### config.mk
export PLATFORM = sky130hd
export DESIGN_NAME = im_arbiter
export DESIGN_NICKNAME = d
export VERILOG_FILES = /design/src/rtl/im_arbiter.sv
export SDC_FILE = /design/constraint.sdc
export NUM_CORES = 1
export LEC_CHECK = 0
export ABC_CLOCK_PERIOD_IN_PS = 2800
export BUFFER_PORTS_ARGS = -buffer_cell sky130_fd_sc_hd__buf_4
export CORE_MARGIN = 5
export CORE_UTILIZATION = 49
export CTS_CLUSTER_SIZE = 28
export DETAILED_ROUTE_END_ITERATION = 6
export GPL_TIMING_DRIVEN = 0
export PLACE_DENSITY = 0.81
export SETUP_SLACK_MARGIN = 0.15
export SLEW_MARGIN = 20
export SYNTH_ARGS = -nofsm -noshare
export SYNTH_HDL_FRONTEND = slang
export SYNTH_SLANG_ARGS = --single-unit
export TNS_END_PERCENT = 100
### constraint.sdc
create_clock -name clk -period 2.8 [get_ports clk]
set_input_delay 0.28 -clock clk [delete_from_list [all_inputs] [get_ports clk]]
set_output_delay 0.28 -clock clk [all_outputs]
set_load 0.01 [all_outputs]
### src/rtl/im_arbiter.sv
// Burst-limited round-robin arbiter sharing one instruction memory port among NUM_REQ cores.
// Optional per-core grant statistics are enabled with the IM_ARB_STATS_EN macro.
module im_arbiter #(
    parameter int unsigned NUM_REQ = 4,
    parameter int unsigned BURST   = 4
) (
    input  logic                  clk,
    input  logic                  rst,
    input  logic [NUM_REQ-1:0]    req,
    input  logic [13*NUM_REQ-1:0] req_addr,
    output logic [NUM_REQ-1:0]    gnt,
    output logic [NUM_REQ-1:0]    rvld,
    output logic [19:0]           rdata,
    output logic [12:0]           im_addr,
    input  logic [19:0]           im_instr,
    output logic                  busy
`ifdef IM_ARB_STATS_EN
   ,input  logic                  stat_clr,
    output logic [16*NUM_REQ-1:0] stat_cnt
`endif
);

    localparam int unsigned IW  = (NUM_REQ > 1) ? $clog2(NUM_REQ) : 1;
    localparam int unsigned AW  = 13;
    localparam int unsigned BCW = 4;

    typedef enum logic {IDLE, OWN} state_e;

    state_e          state_q;
    logic [IW-1:0]   owner_q;
    logic [IW-1:0]   rr_ptr_q;
    logic [BCW-1:0]  bc_q;

    logic [NUM_REQ-1:0] own_mask;
    logic               any_req;
    logic               others_pend;
    logic               keep_owner;
    logic [IW-1:0]      win_idle;
    logic [IW-1:0]      win_next;

    function automatic logic [IW-1:0] wrap_inc(input logic [IW-1:0] i);
        return (i == IW'(NUM_REQ - 1)) ? '0 : i + IW'(1);
    endfunction

    // First requesting index at or after start, wrapping around.
    function automatic logic [IW-1:0] pick_from(input logic [NUM_REQ-1:0] r,
                                                input logic [IW-1:0]      start);
        logic [IW-1:0] res;
        logic          found;
        int unsigned   idx;
        res   = start;
        found = 1'b0;
        for (int unsigned k = 0; k < NUM_REQ; k++) begin
            idx = (32'(start) + k) % NUM_REQ;
            if (!found && r[IW'(idx)]) begin
                res   = IW'(idx);
                found = 1'b1;
            end
        end
        return res;
    endfunction

    function automatic logic [NUM_REQ-1:0] onehot(input logic [IW-1:0] i);
        return NUM_REQ'(1) << i;
    endfunction

    always_comb begin
        own_mask    = onehot(owner_q);
        any_req     = |req;
        others_pend = |(req & ~own_mask);
        keep_owner  = req[owner_q] && ((bc_q < BCW'(BURST)) || !others_pend);
        win_idle    = pick_from(req, rr_ptr_q);
        win_next    = pick_from(req, wrap_inc(owner_q));
    end

    // Arbitration FSM with registered grant, address, and read-return outputs.
    always_ff @(posedge clk or posedge rst) begin
        if (rst) begin
            state_q  <= IDLE;
            owner_q  <= '0;
            rr_ptr_q <= '0;
            bc_q     <= '0;
            gnt      <= '0;
            rvld     <= '0;
            rdata    <= '0;
            im_addr  <= '0;
            busy     <= 1'b0;
        end else begin
            rvld <= gnt;
            if (|gnt) begin
                rdata <= im_instr;
            end
            case (state_q)
                IDLE: begin
                    if (any_req) begin
                        state_q <= OWN;
                        owner_q <= win_idle;
                        bc_q    <= BCW'(1);
                        gnt     <= onehot(win_idle);
                        im_addr <= req_addr[AW*win_idle +: AW];
                        busy    <= 1'b1;
                    end else begin
                        gnt  <= '0;
                        busy <= 1'b0;
                    end
                end
                OWN: begin
                    if (!any_req) begin
                        state_q  <= IDLE;
                        rr_ptr_q <= wrap_inc(owner_q);
                        gnt      <= '0;
                        busy     <= 1'b0;
                    end else if (keep_owner) begin
                        bc_q    <= (bc_q == '1) ? bc_q : bc_q + BCW'(1);
                        gnt     <= own_mask;
                        im_addr <= req_addr[AW*owner_q +: AW];
                        busy    <= 1'b1;
                    end else begin
                        owner_q  <= win_next;
                        rr_ptr_q <= wrap_inc(win_next);
                        bc_q     <= BCW'(1);
                        gnt      <= onehot(win_next);
                        im_addr  <= req_addr[AW*win_next +: AW];
                        busy     <= 1'b1;
                    end
                end
                default: begin
                    state_q <= IDLE;
                    gnt     <= '0;
                    busy    <= 1'b0;
                end
            endcase
        end
    end

`ifdef IM_ARB_STATS_EN
    logic [15:0] stat_q [NUM_REQ];

    for (genvar i = 0; i < NUM_REQ; i++) begin : g_stat
        // Saturating grant counter; a synchronous clear beats a coincident grant.
        always_ff @(posedge clk or posedge rst) begin
            if (rst) begin
                stat_q[i] <= '0;
            end else if (stat_clr) begin
                stat_q[i] <= '0;
            end else if (gnt[i] && (stat_q[i] != 16'hFFFF)) begin
                stat_q[i] <= stat_q[i] + 16'd1;
            end
        end
        assign stat_cnt[16*i +: 16] = stat_q[i];
    end
`endif

endmodule

# Yosys cells after proc, flatten, opt, wreduce, memory -nomap -nowiden
# Cells that the tools add are included.
[totals]
regBits = 50
input_bits = 78
output_inout_bits = 42
elab_cells = 121
[classes]
addsub = 9
multipliers = 3
magnitude_cmp = 10
eq_ne = 8
shift = 6
mux = 52
n_bitwise = 3
reduce_logical = 22
[op_table]
columns = ["operator", "count"]
rows = [
  ["52-bit by 7-bit variable part select with 13-bit output", 3],
  ["13-bit two-way mux", 3],
  ["4-bit two-way mux", 7],
  ["2-bit by 3-bit < comparator with 1-bit output, second input constant", 9],
  ["2-bit two-way mux", 13],
  ["13-bit case mux with 2 select lines", 1],
  ["1-bit binary-select mux with 2-bit select", 9],
  ["4-bit by 2-bit multiplier with 6-bit output, first input constant", 3],
  ["1-bit two-way mux", 16],
  ["4-bit case mux with 2 select lines", 2],
  ["4-bit OR reduction", 3],
  ["1-bit by 2-bit << shifter with 4-bit output, first input constant", 3],
  ["2-bit by 1-bit adder with 2-bit output, second input constant", 4],
  ["2-bit adder, second input constant", 4],
  ["1-bit logical AND", 7],
  ["1-bit logical NOT", 7],
  ["2-bit != test, second input constant", 3],
  ["3-bit AND reduction", 2],
  ["4-bit by 1-bit adder with 4-bit output, second input constant", 1],
  ["4-bit AND", 1],
  ["2-bit equality test, second input constant", 2],
  ["4-bit equality test, second input constant", 1],
  ["4-bit by 3-bit < comparator with 1-bit output, second input constant", 1],
  ["4-bit inverter", 1],
  ["6 further kinds", 7],
]

# Depth between registers and ports, before layout
[logic_depth]
ltp_word = 19
ltp_mapped = 11
depth_no_buf = 10

# Worst setup path before layout
# OpenSTA, ideal clock, no wires.
[synth_timing]
path_kind = "reg2reg"
from = "register owner_q[0]"
to = "register im_addr[2]"
arrival_ps = 2308
path_slack_ps = 355
path_stages_with_launch = 12
path_buffers = 3
period_less_slack_ps = 2445
cell_sequence = "dfrtp_1 -> inv_1 -> ha_1 -> clkbuf_1 -> nor3_1 -> a2111oi_2 -> a221oi_1 -> o221a_1 -> buf_2 -> buf_2 -> a21oi_1 -> a32oi_1"
[synth_via]
elab_chain_len = 19
elab_cells_between_ends = 42
classes_between = "add/sub (4); mul (2); eq/ne (1); shift (3); mux (20); bitwise (2); reduce/logical (10)"
[synth_rtl]
columns = ["element", "line_no", "text"]
rows = [
  ["from (decl)", "30", "logic [IW-1:0] owner_q;"],
  ["from (signal assigned)", "97", "owner_q <= win_idle;"],
  ["from (signal assigned)", "119", "owner_q <= win_next;"],
  ["parallel branches: the longest is 16 deep, another holds 2-bit by 1-bit adder with 2-bit output", "-", ""],
  ["13-bit two-way mux (*)", "113", "end else if (keep_owner) begin"],
  ["13-bit two-way mux (*)", "108", "if (!any_req) begin"],
  ["13-bit case mux with 2 select lines (*)", "93", "case (state_q)"],
  ["to (signal assigned)", "100", "im_addr <= req_addr[AW*win_idle +: AW];"],
  ["to (signal assigned)", "116", "im_addr <= req_addr[AW*owner_q +: AW];"],
  ["to (signal assigned)", "123", "im_addr <= req_addr[AW*win_next +: AW];"],
  ["to (decl)", "14", "output logic [12:0] im_addr,"],
]
# Every way passes the cells marked *. The select of a mux whose other input is x is not followed.
# A chain may end at the register's enable or synchronous reset.

# Final worst setup path
# Same ends and word-level chain as after synthesis.

==> results by group <==
Detailed routing
  • Iter 0 DRT Violations: 135
  • Post-Route WL: 8150 um
  • DRC: 0
  • Vias/cell: around 5.7
  • Detailed Routing Iterations Pass 1: 5
  • Antenna Violating Nets Remaining: 0
  • Drt wl/cell: 16.9 um
  • Vias: between 2000 and 3000

Setup path
  • Crit path max-delay family: compound AO/OA/AOI/OAI gates
  • Critical path capture point type: flop
  • Critical path required time: 2.97 ns
  • Slowest stage cell, crit path: dfrtp_2
  • Crit start category: flop
  • Crit-path cells: inv_2 > ha_1 > buf_4 > nor3_1 > a2111oi_2 > a221oi_1 > o221a_1 > buf_2 > buf_4 > a21oi_1 > a32oi_1
  • Critical path arrival: 2.68 ns
  • Crit-path most repeated cell: buf_4
  • Crit path largest cell delay: 0.44 ns
  • Kind of critical path: reg -> reg
  • Critical path buffers and inverters: 4
  • Maximum net fanout on the critical path: 10

CTS
  • CTS tree: yes
  • H-tree depth: 2
  • Clock slew at reported path FFs: 0.09 ns
  • Clock sinks: 50
  • CTS buffer count: 5
  • Clk Tree Root Cell: clkbuf_8
  • Later-pin clock latency in the skew report: approximately 0.30 ns
  • Number of buffers on the longest clock path: 2
  • Hold_buf cts: 0

Yosys
  • Post-synth cell types: 48
  • Cell count after synthesis: 280
  • Synthesized area per cell: 10.5 um2
  • Number of synthesized flops with an enable pin: 0
  • Seq/Total Area, Yosys: 42.7%
  • Syn Nets: 367
  • Yosys warnings: 0
  • Synthesized cell area: 2930 um2
  • Post-synthesis register bit count: 50
  • Main synth FF type: dfrtp_1
  • Ys async rst share: 100%

GRT
  • Total track usage: between 20% and 30%
  • Pin count of the biggest net entering global routing: 28
  • Gr ovfl total: 0
  • First-pass GRT wire length: 13000 um
  • Vias in the first global route: 2842
  • Initial antenna violation count: 0

Job
  • Maxcap violations: 0

Final layout
  • Layout cells sized above 1: between 40% and 50%
  • Filler Cell Count: 475
  • Final std cells w/o fill: 483
  • Area growth from synthesis to layout: 37.9%
  • NumNets Final: a little under 500
  • Antenna Cells: 0
  • Design area: 4040 um2

Timing
  • Headroom to the max-slew limit: 62.7%
  • Final hold vios: 0
  • Tmin final: 2.51 ns
  • Worst Tran Pin Value: around 0.56 ns
  • Final-report setup violation count: 0
  • Setup WS post-layout: 0.290 ns
  • Slew Limit Fails: 0
  • Max frequency: 0.398 GHz
  • Clock Skew: just under 0.008 ns
  • Unrepaired setup endpoints after global routing: false
  • Final period util: 89.7%

Placement
  • Placed cell area: 3910 um2
  • Post-Place Cells: 472
  • Pre-CTS worst setup slack: -0.0807 ns
  • Detail Placement HPWL: 6380 um
  • Gpl congestion: 0.871
  • Port Buffers: ~120

Outcome
  • Outcome: finished clean

Die
  • Initial Util: 50.0%
  • Die area: roughly 7600 um2
  • Core box area: 5850 um2
  • Top Ports: 120
  • Die Width: 87.3 um
  • Die Y: around 87 um
  • Row count: 28

Pwr
  • Pwr/cell area: approximately 1100 nW/um2
  • Pleak: 1.87 nW
  • Maximum vdd drop: approximately 0.63 mV
  • Power Total: 4.62 mW

Hold path
  • Worst hold path class: in -> async
-- registers in the layout (all words and copies together) (netlist names) --
signal	count
bc_q	4
gnt	4
im_addr	13
owner_q	2
rdata	20
rr_ptr_q	2
rvld	4
state_q	1
-- metal layers --
| layer | GRT usage [%] | routed length, um | up-vias |
|---|---|---|---|
| met5 | 0 | 0 | - |
| met4 | 6.28 | 180 | 0 |
| met3 | 4.54 | 665 | 17 |
| met2 | 36.2 | 3940 | 113 |
| met1 | 26.8 | 3370 | 1297 |
| li1 | - | - | 1304 |
-- cells in the mapped netlist (7+ instances only) --
cell type | n | area [um2]
a32oi_1 | 13 | 114
o211ai_1 | 13 | 97.6
clkbuf_1 | 8 | 30.0
ha_1 | 9 | 113
a21oi_1 | 26 | 130
dfrtp_1 | 50 | 1250
nor2_1 | 12 | 45.0
inv_1 | 7 | 26.3
mux2i_1 | 19 | 190
or2_1 | 10 | 62.6
mux2_2 | 22 | 248
o21ai_0 | 19 | 95.1
-- repair_timing --
| action | 4_1_cts | 5_1_grt |
|---|---|---|
| setup buffers | 0 | 3 |
| pin swaps | 0 | 1 |
| endpoints found under the setup margin | 14 | 11 |
| resized for setup | 4 | 7 |
-- kinds of logic after synthesis --
kind of cell               share of synthesized area (%)
AOI/OAI and AO/OA                                   23.2
buffers and inverters                               4.74
DFF                                                 42.7
muxes                                               15.0
and+or+nand+nor                                     10.6
adders and majority gates                           3.85
-- worst paths after layout --
kind | from | to | slack (ns) | depth (start not counted)
max | owner_q[0]$_DFFE_PP0P_ | im_addr[2]$_DFFE_PP0P_ | 0.29 | 11
min | rst | rdata[12]$_DFFE_PP0P_ | 0.002 | 2
max reg2reg | owner_q[0]$_DFFE_PP0P_ | im_addr[2]$_DFFE_PP0P_ | 0.29 | 11
min reg2reg | gnt[2]$_DFF_PP0_ | rvld[2]$_DFF_PP0_ | 0.41 | 0
max in group asynchronous | rst | owner_q[0]$_DFFE_PP0P_ | 2.28 | 3
min in group clk | im_instr[9] | rdata[9]$_DFFE_PP0P_ | 0.21 | 2
-- power by group --
group,switching [mW],leakage (nW),internal [mW]
registers,0.275,0.588,1.08
logic,1.41,1.24,1.43
clock network,0.244,0.0441,0.176
-- final cells by class --
type	instances	area, um2	area share (%)
sequential	50	1250	31.0
inverter	8	30.0	0.743
clock inverter	3	21.3	0.527
buffer	20	116	2.88
timing repair buffer	120	913	22.6
multi-input combinational	202	1540	38.2
tap	75	93.8	2.32
clock buffer	5	68.8	1.70
-- cell usage in the layout, fill, tap and decap left out, drive strengths merged, types with 4 or more instances in the layout --
master,n
clkbuf,12
mux2i,19
mux2,22
buf,133
nor3,5
nand2,6
o211ai,13
ha,9
nand2b,5
or2,15
nor2,12
a32oi,13
inv,8
a21oi,27
nor2b,4
dfrtp,50
o21ai,21
-- per-stage QoR --
stage	utilization [%]	hold WS (ns)	setup TNS, ns
global route	69.0	0.0442	0
global placement	66.5	0.387	-0.102
detailed placement	66.9	0.342	-0.576
CTS	68.5	0.0206	0
floorplan	-	0.431	0
finish	69.0	0.00249	0
No activity file was read; power rests on OpenSTA's default activity.
